===== src/rtl/ika9958_disp_pkg.sv =====
// ika9958_disp_pkg
// Shared constants and types for the display-position counter.
//   LAST_LINE_192 / LAST_LINE_212 : index of the last active line in each mode
//   H_ACTIVE_DEF                  : default number of active pixels per line
//   disp_flags_t                  : packed bundle of the status bits {f, fh, hr, vr}
//   last_line()                   : selects the last active line from the LN bit
package ika9958_disp_pkg;

    localparam logic [7:0] LAST_LINE_192 = 8'd191;
    localparam logic [7:0] LAST_LINE_212 = 8'd211;
    localparam int         H_ACTIVE_DEF  = 256;

    typedef struct packed {
        logic f;
        logic fh;
        logic hr;
        logic vr;
    } disp_flags_t;

    function automatic logic [7:0] last_line(input logic ln);
        return ln ? LAST_LINE_212 : LAST_LINE_192;
    endfunction

endpackage


===== src/rtl/ika9958_disp_flag.sv =====
// ika9958_disp_flag
// Sticky status flag with set priority over clear.
//   clk : clock, rising edge
//   rst : asynchronous reset, active-high (flag -> 0)
//   ce  : clock enable; the flag only changes on enabled cycles
//   set : sets the flag
//   clr : clears the flag (ignored when set is also high)
//   q   : flag value
module ika9958_disp_flag
    import ika9958_disp_pkg::*;
(
    input  logic clk,
    input  logic rst,
    input  logic ce,
    input  logic set,
    input  logic clr,
    output logic q
);

    // A status read that lands in the same cycle as a new event must not
    // lose the event, so set is checked first.
    always_ff @(posedge clk or posedge rst) begin
        if (rst) begin
            q <= 1'b0;
        end else if (ce) begin
            if (set) begin
                q <= 1'b1;
            end else if (clr) begin
                q <= 1'b0;
            end
        end
    end

endmodule


===== src/rtl/ika9958_disp_cnt.sv =====
// ika9958_disp_cnt
// Display-position counter fed by the H/V-adjusted display-start ticks.
// Produces pixel X, scrolled line Y, active/border flags, retrace bits and
// the vertical / line interrupt request.
//   i_PHIA        : master clock, rising edge
//   i_RST         : asynchronous reset, active-high
//   i_PHIL_NCEN   : clock enable
//   i_HSTART      : first active pixel of every line
//   i_VSTART      : line preceding the first display line
//   i_LN          : 0 = 192 lines, 1 = 212 lines
//   i_R19, i_R23  : line-interrupt compare value, vertical scroll
//   i_IE0, i_IE1  : vertical / line interrupt enables
//   i_S0_RD/S1_RD : status register read strobes (clear F / FH)
//   o_X, o_Y      : pixel counter, scrolled display line
//   o_HACT/o_VACT : horizontal / vertical active, o_DISP = both
//   o_HR/o_VR     : retrace bits, o_F/o_FH : interrupt flags
//   o_INT_n       : registered interrupt request, active-low
// Optional: define IKA9958_DISPCNT_FRAMECNT_EN to add o_FRAMECNT[15:0],
// a wrapping count of completed frames.
module ika9958_disp_cnt
    import ika9958_disp_pkg::*;
#(
    parameter int H_ACTIVE = H_ACTIVE_DEF,
    parameter int LINE_W   = 8
) (
    input  logic              i_PHIA,
    input  logic              i_RST,
    input  logic              i_PHIL_NCEN,
    input  logic              i_HSTART,
    input  logic              i_VSTART,
    input  logic              i_LN,
    input  logic [7:0]        i_R19,
    input  logic [7:0]        i_R23,
    input  logic              i_IE0,
    input  logic              i_IE1,
    input  logic              i_S0_RD,
    input  logic              i_S1_RD,
    output logic [8:0]        o_X,
    output logic [LINE_W-1:0] o_Y,
    output logic              o_HACT,
    output logic              o_VACT,
    output logic              o_DISP,
    output logic              o_HR,
    output logic              o_VR,
    output logic              o_F,
    output logic              o_FH,
    output logic              o_INT_n
`ifdef IKA9958_DISPCNT_FRAMECNT_EN
    ,
    output logic [15:0]       o_FRAMECNT
`endif
);

    localparam logic [8:0] X_LAST = 9'(H_ACTIVE - 1);
    localparam logic [8:0] X_HOLD = 9'(H_ACTIVE);

    logic [8:0]        x;
    logic              hact;
    logic [LINE_W-1:0] line;
    logic [LINE_W-1:0] line_next;
    logic              vact;
    logic              vact_next;
    logic              vpend;
    logic              int_n;
    logic              at_last;
    logic              frame_end;
    logic              fh_set;
    logic              f;
    logic              fh;
    disp_flags_t       flags;

    // LN is sampled live, so a mode switch mid-frame ends the frame at the
    // next line start once the counter is already past the new last line.
    assign at_last   = (line >= LINE_W'(last_line(i_LN)));
    assign frame_end = i_HSTART & ~vpend & vact & at_last;

    // A pending vertical start outranks normal line advance, which is what
    // lets a mid-frame VSTART restart the frame without raising F.
    always_comb begin
        line_next = line;
        vact_next = vact;
        if (i_HSTART) begin
            if (vpend) begin
                line_next = '0;
                vact_next = 1'b1;
            end else if (vact) begin
                if (at_last) begin
                    vact_next = 1'b0;
                end else begin
                    line_next = line + LINE_W'(1);
                end
            end
        end
    end

    // The line interrupt compares against the Y that the new line will show.
    assign fh_set = i_HSTART & vact_next &
                    ((line_next + LINE_W'(i_R23)) == LINE_W'(i_R19));

    // VSTART coinciding with HSTART only arms vpend for the following line,
    // because vpend is cleared by HSTART only when VSTART is low.
    always_ff @(posedge i_PHIA or posedge i_RST) begin
        if (i_RST) begin
            x     <= '0;
            hact  <= 1'b0;
            line  <= '0;
            vact  <= 1'b0;
            vpend <= 1'b0;
            int_n <= 1'b1;
        end else if (i_PHIL_NCEN) begin
            if (i_HSTART) begin
                x    <= '0;
                hact <= 1'b1;
            end else if (hact) begin
                if (x == X_LAST) begin
                    x    <= X_HOLD;
                    hact <= 1'b0;
                end else begin
                    x <= x + 9'd1;
                end
            end
            line  <= line_next;
            vact  <= vact_next;
            vpend <= i_VSTART | (vpend & ~i_HSTART);
            int_n <= ~((f & i_IE0) | (fh & i_IE1));
        end
    end

    ika9958_disp_flag u_flag_f (
        .clk (i_PHIA),
        .rst (i_RST),
        .ce  (i_PHIL_NCEN),
        .set (frame_end),
        .clr (i_S0_RD),
        .q   (f)
    );

    ika9958_disp_flag u_flag_fh (
        .clk (i_PHIA),
        .rst (i_RST),
        .ce  (i_PHIL_NCEN),
        .set (fh_set),
        .clr (i_S1_RD),
        .q   (fh)
    );

`ifdef IKA9958_DISPCNT_FRAMECNT_EN
    logic [15:0] framecnt;

    // Counts exactly the events that raise F at frame end.
    always_ff @(posedge i_PHIA or posedge i_RST) begin
        if (i_RST) begin
            framecnt <= '0;
        end else if (i_PHIL_NCEN && frame_end) begin
            framecnt <= framecnt + 16'd1;
        end
    end

    assign o_FRAMECNT = framecnt;
`endif

    assign flags.f  = f;
    assign flags.fh = fh;
    assign flags.hr = ~hact;
    assign flags.vr = ~vact;

    assign o_X     = x;
    assign o_Y     = line + LINE_W'(i_R23);
    assign o_HACT  = hact;
    assign o_VACT  = vact;
    assign o_DISP  = hact & vact;
    assign o_HR    = flags.hr;
    assign o_VR    = flags.vr;
    assign o_F     = flags.f;
    assign o_FH    = flags.fh;
    assign o_INT_n = int_n;

endmodule


===== config.mk =====
export PLATFORM = sky130hd
export DESIGN_NAME = ika9958_disp_cnt
export DESIGN_NICKNAME = d
export VERILOG_FILES = /design/src/rtl/ika9958_disp_pkg.sv /design/src/rtl/ika9958_disp_flag.sv /design/src/rtl/ika9958_disp_cnt.sv
export SDC_FILE = /design/constraint.sdc
export NUM_CORES = 1
export LEC_CHECK = 0
export ABC_AREA = 1
export BUFFER_PORTS_ARGS = -buffer_cell sky130_fd_sc_hd__buf_2
export CAP_MARGIN = 20
export CORE_UTILIZATION = 54
export CTS_CLUSTER_SIZE = 10
export DETAILED_ROUTE_END_ITERATION = 10
export PLACE_DENSITY = 0.78
export SLEW_MARGIN = 40
export SYNTH_ARGS = -nofsm -noshare
export SYNTH_HDL_FRONTEND = slang
export SYNTH_HIERARCHICAL = 1
export SYNTH_SLANG_ARGS = --single-unit

===== constraint.sdc =====
create_clock -name i_PHIA -period 3.7 [get_ports i_PHIA]
set_clock_uncertainty 0.05 [all_clocks]
set_input_delay 0.185 -clock i_PHIA [delete_from_list [all_inputs] [get_ports i_PHIA]]
set_output_delay 0.185 -clock i_PHIA [all_outputs]
set_load 0.005 [all_outputs]

# Yosys cells after proc, flatten, opt, wreduce, memory -nomap -nowiden
# Index checks and enable logic that the tools add are counted.
# totals
regBits	23
inputBits	26
out_inout_bits	25
elab_cells	56
# classes
addsub	4
magnitude_cmp	1
n_eq_ne	2
n_mux	19
bitwise_logic	16
n_reduce_logical	6
# ops
operator	n
two-way mux 8 bit	4
two-way mux 9 bit	3
adder 8 bit	2
two-way mux 1 bit	11
adder 9 x 1 -> 9 bit, second input constant	1
bitwise AND 1 bit	9
== test 9 x 8 -> 1 bit, second input constant	1
adder 8 x 1 -> 8 bit, second input constant	1
== test 8 bit	1
greater-or-equal comparator 8 bit	1
two-way mux 7 bit	1
AND reduction 2 bit	3
nonzero test 2 bit	3
NOT 1 bit	5
bitwise OR 1 bit	2

# Longest topological paths before layout
# depth
depth_word	11
mapped_depth	24
ltp_nobuf	24

# Modules after synthesis
# The synthesis kept the hierarchy.
# by_module_without_submodules
module	instances	cells_each	area_per_inst_um2	seq_area_each_um2
ika9958_disp_cnt	1	303	2165.8	526.8
ika9958_disp_flag	2	6	43.8	25.0

# Worst setup path before layout
# Ideal clock, no wire load.
# synth_timing
kind	register to register
from	reg line[6]
to	reg u_flag_fh.q
setup_ns	0.117
arrival_time_ns	2.874
required_ns	3.533
setup_slack_ns	0.660
path_stages_with_launch	22
n_path_buf	0
period_less_slack_ns	3.040
path_cell_list	dfrtp_1 > ha_1 > nand2_1 > inv_1 > o21ai_2 > nand3_4 > nor2_8 > inv_2 > o21ai_1 > a21oi_2 > ha_1 > inv_1 > fa_1 > or2_2 > o2111ai_1 > nor2_1 > nand3_1 > nor2_1 > nand4_1 > a21oi_2 > nand2_1 > nand2_1
# synth_between
elab_chain_len	10
elab_cells_between_ends	17
cone_classes	2 x add/sub; 1 x order compare; 1 x eq/ne; 9 x mux; 2 x bitwise; 2 x reduce/logical
# synth_lines
item	line_no	text
from (decl)	ika9958_disp_cnt.sv:59	logic [LINE_W-1:0] line;
from (signal assigned)	ika9958_disp_cnt.sv:122	line <= line_next;
greater-or-equal comparator 8 bit *	ika9958_disp_cnt.sv:74	assign at_last = (line >= LINE_W'(last_line(i_LN)));
two-way mux 8 bit *	ika9958_disp_cnt.sv:87	if (at_last) begin
two-way mux 8 bit *	ika9958_disp_cnt.sv:86	end else if (vact) begin
two-way mux 8 bit *	ika9958_disp_cnt.sv:83	if (vpend) begin
two-way mux 8 bit *	ika9958_disp_cnt.sv:82	if (i_HSTART) begin
named net line_next[0]	ika9958_disp_cnt.sv:60	logic [LINE_W-1:0] line_next;
adder 8 bit *	ika9958_disp_cnt.sv:98	((line_next + LINE_W'(i_R23)) == LINE_W'(i_R19));
== test 8 bit *	ika9958_disp_cnt.sv:98	
bitwise AND 1 bit *	ika9958_disp_cnt.sv:97	assign fh_set = i_HSTART & vact_next &
named net fh_set	ika9958_disp_cnt.sv:67	logic fh_set;
nonzero test 2 bit (no source line)	-	
AND reduction 2 bit (no source line)	-	
to (signal assigned)	ika9958_disp_flag.sv:24	q <= 1'b0;
to (signal assigned)	ika9958_disp_flag.sv:27	q <= 1'b1;
to (signal assigned)	ika9958_disp_flag.sv:29	q <= 1'b0;
to (decl)	ika9958_disp_flag.sv:17	output logic q
# Mark *: on every way through the listed nets, which the timed path passes. The rest lies on a longest branch.
# A chain may end at the register's enable or synchronous reset.

# Worst setup path in the final report
# layout_timing
from	reg line[3]
to	reg u_flag_fh.q
# The elaborated chain is that of the path after synthesis.

==> impl_metrics.xml <==
<?xml version="1.0" encoding="UTF-8"?>
<metrics>
  <group name="timing">
    <metric name="final_max_slew_viol_count" unit="">0</metric>
    <metric name="timing.final.ws_setup" unit="ns">0.2895</metric>
    <metric name="finalHoldViolations" unit="">0</metric>
    <metric name="hold_ws" unit="ns">0.08551</metric>
    <metric name="timing.slew.headroom" unit="%">68.85</metric>
    <metric name="setup-violations-final" unit="">0</metric>
    <metric name="setup_total_negative_slack" unit="ns">0</metric>
    <metric name="unrepaired_setup_endpoints_after_global_routing" unit="">false</metric>
    <metric name="finalWorstPathRequiredPeriod" unit="ns">3.410</metric>
    <metric name="timing_worst_slew_pin_value" unit="ns">0.4623</metric>
    <metric name="final.period_utilization" unit="%">92.17</metric>
    <metric name="max_freq" unit="GHz">0.2932</metric>
  </group>
  <group name="detailed_routing">
    <metric name="routed-via-count" unit="">2229</metric>
    <metric name="route.antenna.remaining_nets" unit="">0</metric>
    <metric name="detail_route.drc_violations" unit="">0</metric>
    <metric name="routedWlPerCell" unit="um">12.98</metric>
    <metric name="first_pass_iters" unit="">4</metric>
    <metric name="dr.first_iter.drc_count" unit="">98</metric>
    <metric name="route.detailed.vias_per_inst" unit="">5.320</metric>
    <metric name="wirelength" unit="mm">5.437</metric>
  </group>
  <group name="power_and_ir_drop">
    <metric name="power_density" unit="mW/mm2">291.7</metric>
    <metric name="cellLeakagePower" unit="uW">0.001448</metric>
    <metric name="maximum_vdd_ir_drop" unit="mV">0.3239</metric>
    <metric name="design_power_total" unit="uW">766.7</metric>
  </group>
  <group name="finish">
    <metric name="antenna_cells_inserted" unit="">0</metric>
    <metric name="final_design_area_no_fill" unit="mm2">0.002629</metric>
    <metric name="flow.area_growth_from_synthesis" unit="%">16.66</metric>
    <metric name="final_layout_size_suffix_gt1_share" unit="%">23.58</metric>
    <metric name="final_net_count" unit="">420</metric>
    <metric name="n_fill_cell" unit="">369</metric>
  </group>
  <group name="floorplan">
    <metric name="placementRows" unit="">23</metric>
    <metric name="num_io_pins" unit="">51</metric>
    <metric name="initial_utilization" unit="%">56.33</metric>
    <metric name="die-area" unit="mm2">0.004436</metric>
    <metric name="chipWidth" unit="um">66.60</metric>
    <metric name="die_y" unit="um">66.60</metric>
    <metric name="core_area" unit="mm2">0.004000</metric>
  </group>
  <group name="logic_synthesis">
    <metric name="synth.area.top_cells" unit="">sky130_fd_sc_hd__dfrtp_1 24%, sky130_fd_sc_hd__nand2_1 12%, sky130_fd_sc_hd__ha_1 12%</metric>
    <metric name="synth_seq_area_share" unit="%">25.60</metric>
    <metric name="post-synth-top-count-cell" unit="">sky130_fd_sc_hd__nand2_1</metric>
    <metric name="syn_nets" unit="">365</metric>
    <metric name="avgSynthCellArea" unit="um2">7.154</metric>
    <metric name="synth_top_area_share" unit="%">24.43</metric>
    <metric name="synth-async-reset-ratio" unit="%">100.0</metric>
    <metric name="netlist_instances" unit="">315</metric>
    <metric name="ys_ff_latch" unit="">23</metric>
    <metric name="flip_flop_cell_with_the_highest_count_after_synthesis" unit="">sky130_fd_sc_hd__dfrtp_1</metric>
    <metric name="synthTopCellsByCount" unit="">75 x sky130_fd_sc_hd__nand2_1, 51 x sky130_fd_sc_hd__inv_1, 22 x sky130_fd_sc_hd__dfrtp_1, 22 x sky130_fd_sc_hd__ha_1</metric>
    <metric name="unique_masters_post_synth" unit="">43</metric>
    <metric name="mappedNetlistArea" unit="mm2">0.002253</metric>
    <metric name="number_of_flops_mapped_to_enable_cells_by_yosys" unit="">0</metric>
    <metric name="yosysWarnings" unit="">6</metric>
    <metric name="synth.largest_area_cell" unit="">sky130_fd_sc_hd__dfrtp_1</metric>
  </group>
  <group name="clocking">
    <metric name="htreeDepth" unit="">1</metric>
    <metric name="cts_buffers" unit="">3</metric>
    <metric name="cts_tree" unit="">built</metric>
    <metric name="worst_skew_pair.late_latency" unit="ns">0.27</metric>
    <metric name="clock_sinks" unit="">23</metric>
    <metric name="max-clock-path-buffers" unit="">2</metric>
    <metric name="cts_root_buffer" unit="">sky130_fd_sc_hd__clkbuf_8</metric>
    <metric name="clk_pin_slew" unit="ns">0.09</metric>
  </group>
  <group name="min_path">
    <metric name="timing.hold.worst.class" unit="">primary input to flop</metric>
    <metric name="timing.hold.worst_path_depth" unit="">3</metric>
  </group>
  <group name="placed_design">
    <metric name="hpwlAfterDp" unit="mm">4.282</metric>
    <metric name="placedInstanceArea" unit="mm2">0.002560</metric>
    <metric name="place.gp.congestion" unit="">0.8722</metric>
    <metric name="numPortBuffers" unit="">50</metric>
    <metric name="post_place_worst_slack" unit="ns">0.3185</metric>
  </group>
  <group name="worst_setup_path">
    <metric name="timing.setup.critical_path_class" unit="">flop to flop</metric>
    <metric name="worst-path-buf-inv" unit="">2</metric>
    <metric name="data_arrival_time_at_the_worst_slack_endpoint" unit="ns">3.58</metric>
    <metric name="cp_max_fo" unit="">6</metric>
    <metric name="worstRegToRegCells" unit="">19</metric>
    <metric name="critical_path.endpoint_type" unit="">flop</metric>
    <metric name="path_delay_family" unit="">simple AND/OR/NAND/NOR gates</metric>
    <metric name="timing.critical_path.depth" unit="">19</metric>
    <metric name="worst_path_max_delay_cell" unit="">sky130_fd_sc_hd__fa_1</metric>
    <metric name="required" unit="ns">3.86</metric>
    <metric name="crit_path_largest_cell_delay" unit="ns">0.50</metric>
    <metric name="cp_cell_sequence" unit="">ha_1 -&gt; or2_1 -&gt; nand3_2 -&gt; nand3_4 -&gt; nor2_8 -&gt; inv_2 -&gt; a21oi_2 -&gt; ha_1 -&gt; inv_1 -&gt; fa_1 -&gt; or2_2 -&gt; o2111ai_1 -&gt; nor2_1 -&gt; nand3_1 -&gt; nor2_1 -&gt; nand4_1 -&gt; a21oi_2 -&gt; nand2_1 -&gt; nand2_1</metric>
    <metric name="crit_path_start_kind" unit="">flop</metric>
  </group>
  <group name="global_routing">
    <metric name="gr-total-overflow" unit="">0</metric>
    <metric name="gr-usage-all-layers" unit="%">25.61</metric>
    <metric name="antenna_violations_before_repair" unit="">0</metric>
    <metric name="first_global_vias" unit="">1912</metric>
    <metric name="first_pass_grt_wire_length" unit="mm">8.645</metric>
    <metric name="grt_max_degree" unit="">22</metric>
  </group>
  <group name="outcome">
    <metric name="status" unit="">finished, final reports clean</metric>
  </group>
  <group name="job">
    <metric name="maxCapViolations" unit="">0</metric>
  </group>
</metrics>
[path summary, 6_finish.rpt]
path / to / slack, ns / start
worst max-delay path: u_flag_fh/q / 0.29 / line[3]
worst min-delay path: vpend / 0.09 / i_VSTART
worst max register to register: u_flag_fh/q / 0.29 / line[3]
worst min register to register: u_flag_f/q / 0.46 / u_flag_f/q
max in group asynchronous: o_INT_n / 2.83 / i_RST
min in group asynchronous: u_flag_fh/q / 0.27 / i_RST
[placed cells by master (no fill, tap or decap), types with 2 or more instances in the layout]
cell type and n:
sky130_fd_sc_hd__nor2_2 3, sky130_fd_sc_hd__buf_2 50, sky130_fd_sc_hd__nand3b_1 2, sky130_fd_sc_hd__fa_1 2, sky130_fd_sc_hd__a21oi_1 18, sky130_fd_sc_hd__dfrtp_1 20
sky130_fd_sc_hd__inv_1 50, sky130_fd_sc_hd__or2_2 3, sky130_fd_sc_hd__nor2_1 17, sky130_fd_sc_hd__xor2_1 9, sky130_fd_sc_hd__clkbuf_8 3, sky130_fd_sc_hd__nand4_2 2
sky130_fd_sc_hd__buf_4 3, sky130_fd_sc_hd__o21bai_1 2, sky130_fd_sc_hd__o21ai_0 12, sky130_fd_sc_hd__nand2_1 75, sky130_fd_sc_hd__dfrtp_2 2, sky130_fd_sc_hd__xnor2_1 6
sky130_fd_sc_hd__nand4_1 5, sky130_fd_sc_hd__inv_2 4, sky130_fd_sc_hd__o21ai_2 4, sky130_fd_sc_hd__o21ai_1 9, sky130_fd_sc_hd__a21oi_2 3, sky130_fd_sc_hd__ha_1 22
sky130_fd_sc_hd__nand3_1 18, sky130_fd_sc_hd__nand3_2 4, sky130_fd_sc_hd__nor3_1 2
[sequential cells by signal, indices dropped and copies added (netlist names)]
register,count
o_VACT,1
vpend,1
u_flag_f/q,1
o_INT_n,1
line,8
o_HACT,1
u_flag_fh/q,1
o_X,9
[metrics by stage]
| step | utilization, % | cells |
|---|---|---|
| 3_3_place_gp | 64.00 | 413 |
| 4_1_cts | 65.47 | 418 |
| 5_1_grt | 65.72 | 419 |
| 2_1_floorplan | - | 315 |
| 6_report | 65.72 | 419 |
| 3_5_place_dp | 64.00 | 413 |
[worst reg2reg max path, delay by kind of cell, from the launching register on]
family | cells | cell delay (ns)
buffers and inverters | 2 | 0.14
and+or+nand+nor | 11 | 1.34
adders and majority gates | 3 | 0.96
AOI/OAI and AO/OA | 3 | 0.39
DFF | 1 | 0.46
[where the power goes]
part	switching (uW)	total, uW	leakage [uW]	internal (uW)
sequential	25.5	295	0.000297	270
combinational	178	307	0.00113	129
clock	88.2	165	0.0000217	76.4
[cells by family (layout without fill, tap and decap cells)]
kind of cell,count (synthesis),in the layout,synth area share (%)
buffers and inverters,58,112,9.939
flip-flops,23,23,25.60
AO/OA/AOI/OAI,57,57,15.21
XOR/XNOR,15,15,5.830
AND/OR/NAND/NOR,138,138,29.43
adder cells (fa/ha/maj),24,24,13.99
[per-layer routing]
| layer | global-route usage [%] | wire, um | share of wire [%] |
|---|---|---|---|
| met1 | 35.91 | 2565 | 47 |
| met2 | 42.30 | 2565 | 47 |
| met4 | 3.191 | 35 | 0.64 |
| met5 | 0 | 0 | 0 |
| met3 | 3.938 | 271 | 5.0 |
[layout make-up]
cell class / instances / area (um2) / share of cell area, %
multi-input cells: 234 / 1453 / 55.26
flip-flops and latches: 23 / 579.3 / 22.04
repair buffers: 54 / 282.8 / 10.76
inverters: 54 / 202.7 / 7.711
well taps: 50 / 62.56 / 2.380
clock buffers: 3 / 41.29 / 1.571
clock inverters: 1 / 7.507 / 0.2856
[timing repair]
item,4_1_cts,5_1_grt
endpoints found under the setup margin,0,1
hold endpoints to repair,22,0
hold buffers,1,0
gates resized for setup,0,3
buffers inserted,0,1
No activity file was read; power rests on OpenSTA's default activity.
